## src/rtl/rca_seq_ctrl_pkg.sv

```systemverilog
// Shared types and defaults for the word-serial ripple-carry add/subtract sequencer.
package rca_seq_ctrl_pkg;

    typedef enum logic {
        IDLE = 1'b0,
        RUN  = 1'b1
    } state_t;

    localparam int DEF_N     = 8;
    localparam int DEF_WORDS = 4;

    // Word index width: clog2(words) with a one-bit floor.
    function automatic int idx_width(input int words);
        int w;
        w = $clog2(words);
        if (w < 1) begin
            w = 1;
        end else begin
            w = w;
        end
        return w;
    endfunction

endpackage

```

## src/rtl/rca_nbit.sv

```systemverilog
// N-bit ripple-carry adder; purely combinational, one carry chain of length n.
module rca_nbit #(
    parameter int n = 8
) (
    input  logic [n-1:0] a,
    input  logic [n-1:0] b,
    input  logic         cin,
    output logic [n-1:0] sum,
    output logic         cout
);

    // Bitwise full-adder chain, carry rippled through a block-local variable.
    always_comb begin
        logic carry_v;
        carry_v = cin;
        sum     = {n{1'b0}};
        for (int i = 0; i < n; i++) begin
            sum[i]  = a[i] ^ b[i] ^ carry_v;
            carry_v = (a[i] & b[i]) | (carry_v & (a[i] ^ b[i]));
        end
        cout = carry_v;
    end

endmodule

```

## src/rtl/rca_seq_ctrl.sv

```systemverilog
// Wide add/subtract sequenced one N-bit word per clock through a single ripple adder,
// least-significant word first, with the inter-word carry held in a register.
module rca_seq_ctrl
    import rca_seq_ctrl_pkg::*;
#(
    parameter int N     = DEF_N,
    parameter int WORDS = DEF_WORDS
) (
    input  logic               clk,
    input  logic               rst_n,
    input  logic               start,
    input  logic               sub,
    input  logic [N*WORDS-1:0] a,
    input  logic [N*WORDS-1:0] b,
    output logic               busy,
    output logic               done,
    output logic [N*WORDS-1:0] result,
    output logic               cout,
    output logic               overflow
);

    localparam int            W        = N * WORDS;
    localparam int            IW       = idx_width(WORDS);
    localparam logic [IW-1:0] LAST_IDX = IW'(WORDS - 1);

    state_t        state_r;
    logic [W-1:0]  a_r;
    logic [W-1:0]  b_r;
    logic          sub_r;
    logic [IW-1:0] idx_r;
    logic          carry_r;

    logic [N-1:0]  a_word_s;
    logic [N-1:0]  b_word_s;
    logic [N-1:0]  sum_s;
    logic          cout_s;
    logic          ovf_s;

    // Select the current word; B is inverted for subtract (carry-in supplies the +1).
    always_comb begin
        a_word_s = a_r[idx_r*N +: N];
        b_word_s = b_r[idx_r*N +: N] ^ {N{sub_r}};
        ovf_s    = (a_r[W-1] == (b_r[W-1] ^ sub_r)) && (sum_s[N-1] != a_r[W-1]);
    end

    rca_nbit #(
        .n(N)
    ) u_add (
        .a   (a_word_s),
        .b   (b_word_s),
        .cin (carry_r),
        .sum (sum_s),
        .cout(cout_s)
    );

    // Sequencer FSM with operand latches and registered result/flags.
    always_ff @(posedge clk or negedge rst_n) begin
        if (!rst_n) begin
            state_r  <= IDLE;
            a_r      <= {W{1'b0}};
            b_r      <= {W{1'b0}};
            sub_r    <= 1'b0;
            idx_r    <= {IW{1'b0}};
            carry_r  <= 1'b0;
            busy     <= 1'b0;
            done     <= 1'b0;
            result   <= {W{1'b0}};
            cout     <= 1'b0;
            overflow <= 1'b0;
        end else begin
            case (state_r)
                IDLE: begin
                    done <= 1'b0;
                    if (start) begin
                        a_r     <= a;
                        b_r     <= b;
                        sub_r   <= sub;
                        idx_r   <= {IW{1'b0}};
                        carry_r <= sub;
                        busy    <= 1'b1;
                        state_r <= RUN;
                    end else begin
                        busy    <= 1'b0;
                    end
                end
                RUN: begin
                    result[idx_r*N +: N] <= sum_s;
                    carry_r              <= cout_s;
                    if (idx_r == LAST_IDX) begin
                        cout     <= cout_s;
                        overflow <= ovf_s;
                        done     <= 1'b1;
                        busy     <= 1'b0;
                        idx_r    <= {IW{1'b0}};
                        state_r  <= IDLE;
                    end else begin
                        idx_r    <= idx_r + IW'(1);
                    end
                end
                default: begin
                    state_r <= IDLE;
                    busy    <= 1'b0;
                    done    <= 1'b0;
                    idx_r   <= {IW{1'b0}};
                end
            endcase
        end
    end

endmodule

```

## config.mk

```make
export PLATFORM = sky130hd
export DESIGN_NAME = rca_seq_ctrl
export DESIGN_NICKNAME = d
export VERILOG_FILES = /design/src/rtl/rca_seq_ctrl_pkg.sv /design/src/rtl/rca_nbit.sv /design/src/rtl/rca_seq_ctrl.sv
export SDC_FILE = /design/constraint.sdc
export NUM_CORES = 1
export LEC_CHECK = 0
export ABC_CLOCK_PERIOD_IN_PS = 5550
export CAP_MARGIN = 40
export CORE_UTILIZATION = 32
export CTS_CLUSTER_SIZE = 10
export DETAILED_ROUTE_END_ITERATION = 8
export GPL_TIMING_DRIVEN = 0
export PLACE_DENSITY = 0.57
export SYNTH_ARGS = -nofsm -noshare
export SYNTH_HDL_FRONTEND = slang
export SYNTH_SLANG_ARGS = --single-unit
```

## constraint.sdc

```tcl
create_clock -name clk -period 5.55 [get_ports clk]
set_clock_uncertainty 0.05 [all_clocks]
set_input_delay 0.8325 -clock clk [delete_from_list [all_inputs] [get_ports clk]]
set_output_delay 0.8325 -clock clk [all_outputs]
set_load 0.01 [all_outputs]
```

## After elaboration in Yosys (flattened, before gate mapping)

Cells that the tools add are included.
W data, S select, Z words.

- Memory bits (writable): 0
- Memories kept: 0
- Memory bits (read-only): 0
- Register bits: 105
- Logic and storage cells: 81
- Bits in latches: 0
- Output and inout bits: 36
- Input bits: 68

- Reductions and logical operators: 3
- Magnitude comparators: 0
- Mux-type cells: 13
- Eq/ne operators: 5
- Divide/modulo/power cells: 0
- Add/sub/neg operators: 2
- Bitwise logic cells: 43
- Multipliers: 0
- Shifts and indexed selects: 4

Operators with widths:

| operator | count |
|---|---|
| $shiftx A32 B6 Y8 | 2 |
| $neg A5 Y34 | 1 |
| $shift A8 B34 Y32 const A | 1 |
| $shiftx A8 B34 Y32 | 1 |
| $bwmux W32 | 1 |
| $xor A1 B1 Y1 | 17 |
| $and A1 B1 Y1 | 16 |
| $or A1 B1 Y1 | 8 |
| $pmux W1 S2 | 4 |
| $xor A8 B8 Y8 | 1 |
| $mux W1 | 5 |
| $mux W2 | 2 |
| $pmux W2 S2 | 1 |
| $reduce_and A2 Y1 | 2 |
| $add A2 B1 Y2 const B | 1 |
| $eq A2 B2 Y1 const B | 1 |
| $ne A2 B1 Y1 const B | 1 |
| $ne A2 B2 Y1 const B | 1 |
| $eq A1 B1 Y1 | 1 |
| $logic_and A1 B1 Y1 | 1 |
| $ne A1 B1 Y1 | 1 |
| $not A1 Y1 | 1 |

## Depth between registers and ports, before layout

Gate-level depths: netlist (run 1).

- Depth after elaboration: 20
- Mapped depth: 14

## Cells and area by module

Synthesis (run 1) repeated with hierarchy kept, for this count alone.

- Cell total of the unflattened synthesis: 296
- Area, all modules: 4684.5 um^2

By module, submodules not included:

| module | cells each | area each (um^2) | times used |
|---|---|---|---|
| rca_seq_ctrl | 278 | 4486.8 | 1 |
| rca_nbit | 18 | 197.7 | 1 |

## Least setup slack after synthesis (run 1)

Ideal clock, no wire load.

- Kind: reg-to-reg
- Start: register idx_r[0]
- End: register overflow
- Stages on the path, launching flop included: 15
- Setup slack: 1.081 ns
- Data arrival time: 4.296 ns
- Data required time: 5.376 ns
- Period minus slack after synthesis: 4.469 ns
- Path through: dfrtp_1 buf_6 buf_2 mux4_2 fa_1 fa_1 fa_1 fa_1 inv_1 fa_1 fa_1 fa_1 fa_1 and3_1 o31a_1

- Word-level cells in the longest chain between the ends: 20
- Elaborated cells on any way between the ends: 37
- Those cells by class: eq/ne (2); shift (2); bitwise (31); reduce/logical (2)

Ends and longest elaborated chain:

| item | RTL line | RTL |
|---|---|---|
| start, declared | rca_seq_ctrl.sv:30 | `logic [IW-1:0] idx_r;` |
| start signal, assigned | rca_seq_ctrl.sv:63 | `idx_r <= {IW{1'b0}};` |
| start signal, assigned | rca_seq_ctrl.sv:78 | `idx_r <= {IW{1'b0}};` |
| start signal, assigned | rca_seq_ctrl.sv:94 | `idx_r <= {IW{1'b0}};` |
| $shiftx A32 B6 Y8 | rca_seq_ctrl.sv:42 | `b_word_s = b_r[idx_r*N +: N] ^ {N{sub_r}};` |
| $xor A8 B8 Y8 | rca_seq_ctrl.sv:42 |  |
| $xor A1 B1 Y1 | rca_nbit.sv:19 | `carry_v = (a[i] & b[i]) \| (carry_v & (a[i] ^ b[i]));` |
| $and A1 B1 Y1 | rca_nbit.sv:19 |  |
| $or A1 B1 Y1 | rca_nbit.sv:19 |  |
| $and A1 B1 Y1 | rca_nbit.sv:19 |  |
| $or A1 B1 Y1 | rca_nbit.sv:19 |  |
| $and A1 B1 Y1 | rca_nbit.sv:19 |  |
| [... 4 more ...] | -- |  |
| $or A1 B1 Y1 | rca_nbit.sv:19 |  |
| $and A1 B1 Y1 | rca_nbit.sv:19 |  |
| $or A1 B1 Y1 | rca_nbit.sv:19 |  |
| $and A1 B1 Y1 | rca_nbit.sv:19 |  |
| $or A1 B1 Y1 | rca_nbit.sv:19 |  |
| $xor A1 B1 Y1 | rca_nbit.sv:18 | `sum[i] = a[i] ^ b[i] ^ carry_v;` |
| $ne A1 B1 Y1 | rca_seq_ctrl.sv:43 | `ovf_s = (a_r[W-1] == (b_r[W-1] ^ sub_r)) && (sum_s[N-1] != a_r[W-1]);` |
| $logic_and A1 B1 Y1 | rca_seq_ctrl.sv:43 |  |
| end signal, assigned | rca_seq_ctrl.sv:91 | `overflow <= ovf_s;` |
| end, declared | rca_seq_ctrl.sv:19 | `output logic overflow` |

Several ways; a longest one is shown, not always the timed one.
A chain may end at the register's enable or synchronous reset.

## Worst setup path in the final report (run 1)

- Start: register idx_r[1]
- End: register overflow

The elaborated chain is that of the path after synthesis.

==> impl_metrics.env, run 1 <==
export IMPL_max_slew_headroom=0.579
export IMPL_share_comb_of_total_power=0.515
export IMPL_io_buffers=103
export IMPL_placementRows=43
export IMPL_core_box_area_sq_um=14100
export IMPL_switching_share=0.406
export IMPL_num_io_pins=104
export IMPL_finalWirelength_um=12100
export IMPL_slew_viol_final=0
export IMPL_path_delay_family="adder cells"
export IMPL_synthesis_instances=449
export IMPL_wire_per_inst_um=16.2
export IMPL_maximum_count_of_clock_buffers_along_a_single_path=2
export IMPL_cts_clk_slew_worst_paths_ps=70
export IMPL_intPower_w=0.00234
export IMPL_netlist_top_cell_by_area="dfrtp_1"
export IMPL_postSynthRegisterBits=105
export IMPL_hpwlAfterDp_um=9130
export IMPL_critical_path_n_buffers_inverters=3
export IMPL_fp_dieArea_sq_um=15200
export IMPL_finalHoldViolCount=0
export IMPL_reg2reg_depth=14
export IMPL_crit_slowest_cell="fa_1"
export IMPL_route_vias_total=3568
export IMPL_vias_per_cell=4.77
export IMPL_cp_data_arrival_time_ps=5240
export IMPL_grt_util_all_layers=0.175
export IMPL_cellLeakagePower_nw=2.98
export IMPL_synth_cell_types=33
export IMPL_share_of_the_clock_period_used_by_the_worst_path_after_layout=0.912
export IMPL_cp_data_required_time_ps=5730
export IMPL_timing_fmax_mhz=198
export IMPL_yosysSeqAreaShare=0.557
export IMPL_clock_network_fraction_of_total_power=0.161
export IMPL_tightest_slew_ps=632
export IMPL_power_ir_vdd_worst_mv=0.271
export IMPL_crit_path_end_kind="flop"
export IMPL_clkSinkCount=105
export IMPL_run_status="finished, final reports clean"
export IMPL_synth_avg_cell_area_sq_um=10.5
export IMPL_power_density_nw_per_um2=627
export IMPL_floorplan_die_height_um=123
export IMPL_clockRootBuffer="clkbuf_16"
export IMPL_h_tree_depth=3
export IMPL_timing_final_setup_violations=0
export IMPL_grt_first_pass_wirelength_um=19900
export IMPL_gp_congestion=0.749
export IMPL_final_nets=646
export IMPL_tritoncts="done"
export IMPL_grt_start_max_net_pins=61
export IMPL_placement_setup_worst_slack_ps=458
export IMPL_setup_slack_ps=489
export IMPL_timing_critical_path_mode_cell="fa_1"
export IMPL_share_of_the_synthesized_area_in_the_top_cell_type=0.557
export IMPL_route_detailed_drc=0
export IMPL_post_route_setup_tns_ps=0
export IMPL_yosys_warnings=0
export IMPL_layout_core_utilization=0.445
export IMPL_cap_violations=0
export IMPL_cts_hold_repair_buffers=0
export IMPL_grt_remaining_overflow=0
export IMPL_crit_path_cell_trace="clkbuf_1 -> buf_2 -> mux4_2 -> fa_1 -> fa_1 -> fa_1 -> fa_1 -> inv_1 -> fa_1 -> fa_1 -> fa_1 -> fa_1 -> and3_1 -> o31a_1"
export IMPL_die_width_um=123
export IMPL_timing_critical_path_slowest_cell_delay_ps=530
export IMPL_post_route_cells_drive_above_1_share=0.0810
export IMPL_first_global_vias=3810
export IMPL_net_switching_power_w=0.00160
export IMPL_clock_latency_ps=340
export IMPL_cts_made_buffers=9
export IMPL_period_minus_slack_ps=5060
export IMPL_crit_path_start_kind="flop"
export IMPL_first_iter_violations=230
export IMPL_netlist_top_cells_area="dfrtp_1 (56%), nand2_1 (17%), mux4_2 (4.3%)"
export IMPL_timing_critical_path_depth=14
export IMPL_netlist_area_sq_um=4710
export IMPL_hold_class="reg2reg"
export IMPL_diodes=0
export IMPL_crit_type="reg2reg"
export IMPL_seq_power_share=0.324
export IMPL_drt_antenna_violating_nets=0
export IMPL_cts_repair_resized_insts=0
export IMPL_number_of_antenna_violations_at_the_first_check_in_global_routing=0
export IMPL_cts_repair_timing_setup_buffer_count=0
export IMPL_initial_core_util=0.333
export IMPL_count_of_cells_along_the_worst_hold_path=2
export IMPL_cp_max_fo=10
export IMPL_syn_to_final_growth_pct=33.4
export IMPL_synth_fp_nets=531
export IMPL_first_pass_iteration_count_of_the_detailed_router=5
export IMPL_rsz0062_at_grt="false"
-- stage by stage --
stage,power [W],hold WS (ps),instance area (sq um),instances
after floorplan,0.00256,387,4710,449
after global placement,0.00329,400,5970,732
after detailed placement,0.00335,406,6000,733
after CTS,0.00400,425,6290,748
after global routing,0.00429,446,6290,748
final,0.00394,420,6290,748
-- path summary, 6_finish.rpt --
kind	from	end	slack, ps
max	idx_r[1]$_DFFE_PN0P_	overflow$_DFFE_PN0P_	490
min	a_r[4]$_DFFE_PN0P_	a_r[4]$_DFFE_PN0P_	420
max reg2reg	idx_r[1]$_DFFE_PN0P_	overflow$_DFFE_PN0P_	490
min reg2reg	a_r[4]$_DFFE_PN0P_	a_r[4]$_DFFE_PN0P_	420
max in group asynchronous	rst_n	b_r[25]$_DFFE_PN0P_	4290
min in group asynchronous	rst_n	result[26]$_DFFE_PN0P_	450
-- state kept, by name, indices dropped and copies added, names as in the netlist --
name and cells:
sub_r 1, overflow 1, cout 1, carry_r 1
a_r 32, busy 1, state_r 1, b_r 32
idx_r 2, done 1, result 32
-- area by class of cell --
cell class	count	area (sq um)
fillers	1349	7860
flip-flops and latches	105	2630
multi-input cells	316	1950
repair buffers	104	1060
clock buffers	10	239
well taps	180	225
plain buffers	21	111
clock inverters	5	56.3
inverters	7	26.3
-- cell usage after synthesis, drive strengths merged --
cell and count:
nor2 1, nor4b 1, xor2 5, nand2 219, a22o 17, or4b 1
o21ai 18, nand2b 3, nor2b 4, mux4 16, and3 1, clkbuf 5
nand4b 1, xnor2 4, o31a 1, inv 7, and4 2, o21a 1
ha 6, fa 8, buf 16, a21oi 2, dfrtp 105, a211oi 1
nand4 2, nor3 1, and4b 1
-- layout by cell type, fill, tap and decap left out, drive strengths merged, types with 2 or more instances in the layout --
| cell | instances |
|---|---|
| o21ai | 18 |
| mux4 | 16 |
| clkdlybuf4s50 | 102 |
| clkbuf | 15 |
| clkinv | 3 |
| xnor2 | 4 |
| inv | 7 |
| nand2 | 219 |
| ha | 6 |
| a22o | 17 |
| and4 | 2 |
| dfrtp | 105 |
| buf | 18 |
| fa | 8 |
| xor2 | 5 |
| a21oi | 2 |
| nor2b | 4 |
| nand4 | 2 |
| nand2b | 3 |
-- worst min-delay path, cell delays in order, from the launching register on --
cell and delay [ps]:
dfrtp_1 340, nand2_1 50, nand2_1 50
-- kinds of logic after synthesis --
logic type      count (synthesis)  share of synthesized area
mux                            16                     0.0820
flops                         105                      0.557
buf+inv                        28                     0.0292
xor+xnor                        9                     0.0167
simple gates                  237                      0.204
compound gates                 40                     0.0610
fa+ha+maj                      14                     0.0499
-- per-layer routing --
layer  vias to the layer above  track usage  wire length [um]
met5                         -            0                 0
met4                         0       0.0407                68
met3                         8       0.0332               476
met2                        92        0.297              6000
met1                      1761        0.231              5570
li1                       1707            -                 -
-- power groups by stage --
stage | Sequential (W) | Clock [W] | Combinational (W)
after global placement | 0.00128 | 0 | 0.00201
after global routing | 0.00132 | 0.000678 | 0.00229
final | 0.00128 | 0.000633 | 0.00203
after floorplan | 0.00127 | 0 | 0.00130
after CTS | 0.00128 | 0.000650 | 0.00207
after detailed placement | 0.00130 | 0 | 0.00205
(Power assumes the default switching activity.)
==> inputs of run 2 (changes only) <==
MAX_ROUTING_LAYER = met4   (was not set)
==> impl_metrics.env, run 2 (synthesized netlist as in run 1, its figures left out) <==
export IMPL_route_detailed_drc=0
export IMPL_cts_repair_timing_setup_buffer_count=0
export IMPL_cp_data_arrival_time_ps=5240
export IMPL_power_w=0.00394
export IMPL_crit_path_start_kind="flop"
export IMPL_crit_type="reg2reg"
export IMPL_vias_per_cell=4.77
export IMPL_io_buffers=103
export IMPL_core_box_area_sq_um=14100
export IMPL_fp_dieArea_sq_um=15200
export IMPL_cts_hold_repair_buffers=0
export IMPL_crit_path_end_kind="flop"
export IMPL_cts_clk_slew_worst_paths_ps=70
export IMPL_grt_remaining_overflow=0
export IMPL_setup_slack_ps=491
export IMPL_die_width_um=123
export IMPL_top_regs="a_r: 32 flops, b_r: 32 flops, result: 32 flops"
export IMPL_cap_violations=0
export IMPL_drt_antenna_violating_nets=0
export IMPL_clockRootBuffer="clkbuf_16"
export IMPL_hold_class="reg2reg"
export IMPL_clock_latency_ps=340
export IMPL_floorplan_die_height_um=123
export IMPL_maximum_count_of_clock_buffers_along_a_single_path=2
export IMPL_rsz0062_at_grt="false"
export IMPL_layout_filler_cells=1349
export IMPL_final_nets=646
export IMPL_cts_made_buffers=9
export IMPL_tritoncts="done"
export IMPL_cp_data_required_time_ps=5730
export IMPL_diodes=0
export IMPL_cp_max_fo=10
export IMPL_grt_first_pass_wirelength_um=19900
export IMPL_num_io_pins=104
export IMPL_placementRows=43
export IMPL_crit_slowest_cell="fa_1"
export IMPL_syn_to_final_growth_pct=33.4
export IMPL_slew_viol_final=0
export IMPL_wire_per_inst_um=16.2
export IMPL_initial_core_util=0.333
export IMPL_first_global_vias=3810
export IMPL_timing_critical_path_mode_cell="fa_1"
export IMPL_most_common_cell_after_layout_fill_and_taps_aside="nand2_1"
export IMPL_tightest_slew_ps=632
export IMPL_post_route_setup_tns_ps=0
export IMPL_first_pass_iteration_count_of_the_detailed_router=4
export IMPL_run_status="finished, final reports clean"
export IMPL_timing_fmax_mhz=198
export IMPL_hpwlAfterDp_um=9130
export IMPL_timing_final_setup_violations=0
export IMPL_grt_util_all_layers=0.180
export IMPL_period_minus_slack_ps=5060
export IMPL_timing_critical_path_slowest_cell_delay_ps=530
export IMPL_h_tree_depth=3
export IMPL_post_route_cells_drive_above_1_share=0.0810
export IMPL_max_slew_headroom=0.578
export IMPL_power_ir_vdd_worst_mv=0.270
export IMPL_share_of_the_clock_period_used_by_the_worst_path_after_layout=0.912
export IMPL_cellLeakagePower_nw=2.98
export IMPL_gp_congestion=0.759
export IMPL_cts_repair_resized_insts=0
export IMPL_power_density_nw_per_um2=627
export IMPL_finalWirelength_um=12100
export IMPL_clkSinkCount=105
export IMPL_route_vias_total=3569
export IMPL_finalHoldViolCount=0
export IMPL_crit_path_cell_trace="clkbuf_1 -> buf_2 -> mux4_2 -> fa_1 -> fa_1 -> fa_1 -> fa_1 -> inv_1 -> fa_1 -> fa_1 -> fa_1 -> fa_1 -> and3_1 -> o31a_1"
export IMPL_placement_setup_worst_slack_ps=458
export IMPL_commonest_cells_after_routing_fill_and_taps_aside="nand2_1 (218), dfrtp_1 (105), clkdlybuf4s50_1 (102), a22o_1 (17), o21ai_0 (14)"
export IMPL_grt_start_max_net_pins=61
export IMPL_number_of_antenna_violations_at_the_first_check_in_global_routing=0
export IMPL_first_iter_violations=211
[run 2: cell counts in the layout (fill, tap and decap cells not counted)]
Identical to the previous run, type by type.
[run 2: cell type report]
class                   count  area [sq um]  share of cell area
clock buffers              10           239              0.0380
well taps                 180           225              0.0358
clock inverters             5          56.3             0.00895
flip-flops and latches    105          2630               0.418
inverters                   7          26.3             0.00418
plain buffers              21           111              0.0177
multi-input cells         316          1950               0.310
repair buffers            104          1060               0.168
[run 2: where the power goes]
part | total, W | leakage (nW) | internal, W | switching (W)
registers | 0.00128 | 1.34 | 0.00109 | 0.000191
logic | 0.00203 | 1.50 | 0.000895 | 0.00114
clock network | 0.000634 | 0.144 | 0.000359 | 0.000276
[run 2: through the flow]
stage	utilization	area, sq um	instances	hold slack (ps)
finish	0.445	6290	748	420
CTS	0.445	6290	748	425
global placement	0.422	5970	732	400
detailed placement	0.424	6000	733	406
global route	0.445	6290	748	445
floorplan	-	4710	449	387
[run 2: metal layers]
layer	vias up	routed length (um)	global-route usage
li1	1703	-	-
met5	-	0	-
met1	1757	5530	0.230
met4	0	104	0.0407
met3	9	529	0.0314
met2	100	5940	0.299
[run 2: worst max-delay path, delay by kind of cell (launching register included)]
family                   cells  cell delay, ps
multiplexers                 1             370
flip-flops                   1             420
AND/OR/NAND/NOR              1             220
AO/OA/AOI/OAI                1             270
buffers and inverters        3             910
adder cells (fa/ha/maj)      8            2690
[run 2: path summary, 6_finish.rpt]
check / endpoint / cells past startpoint / slack, ps / startpoint
hold / removal: a_r[4]$_DFFE_PN0P_ / 2 / 420 / a_r[4]$_DFFE_PN0P_
hold reg to reg: a_r[4]$_DFFE_PN0P_ / 2 / 420 / a_r[4]$_DFFE_PN0P_
setup / recovery: overflow$_DFFE_PN0P_ / 14 / 490 / idx_r[1]$_DFFE_PN0P_
max in group asynchronous: b_r[25]$_DFFE_PN0P_ / 2 / 4290 / rst_n
min in group asynchronous: result[26]$_DFFE_PN0P_ / 1 / 450 / rst_n
setup reg to reg: overflow$_DFFE_PN0P_ / 14 / 490 / idx_r[1]$_DFFE_PN0P_
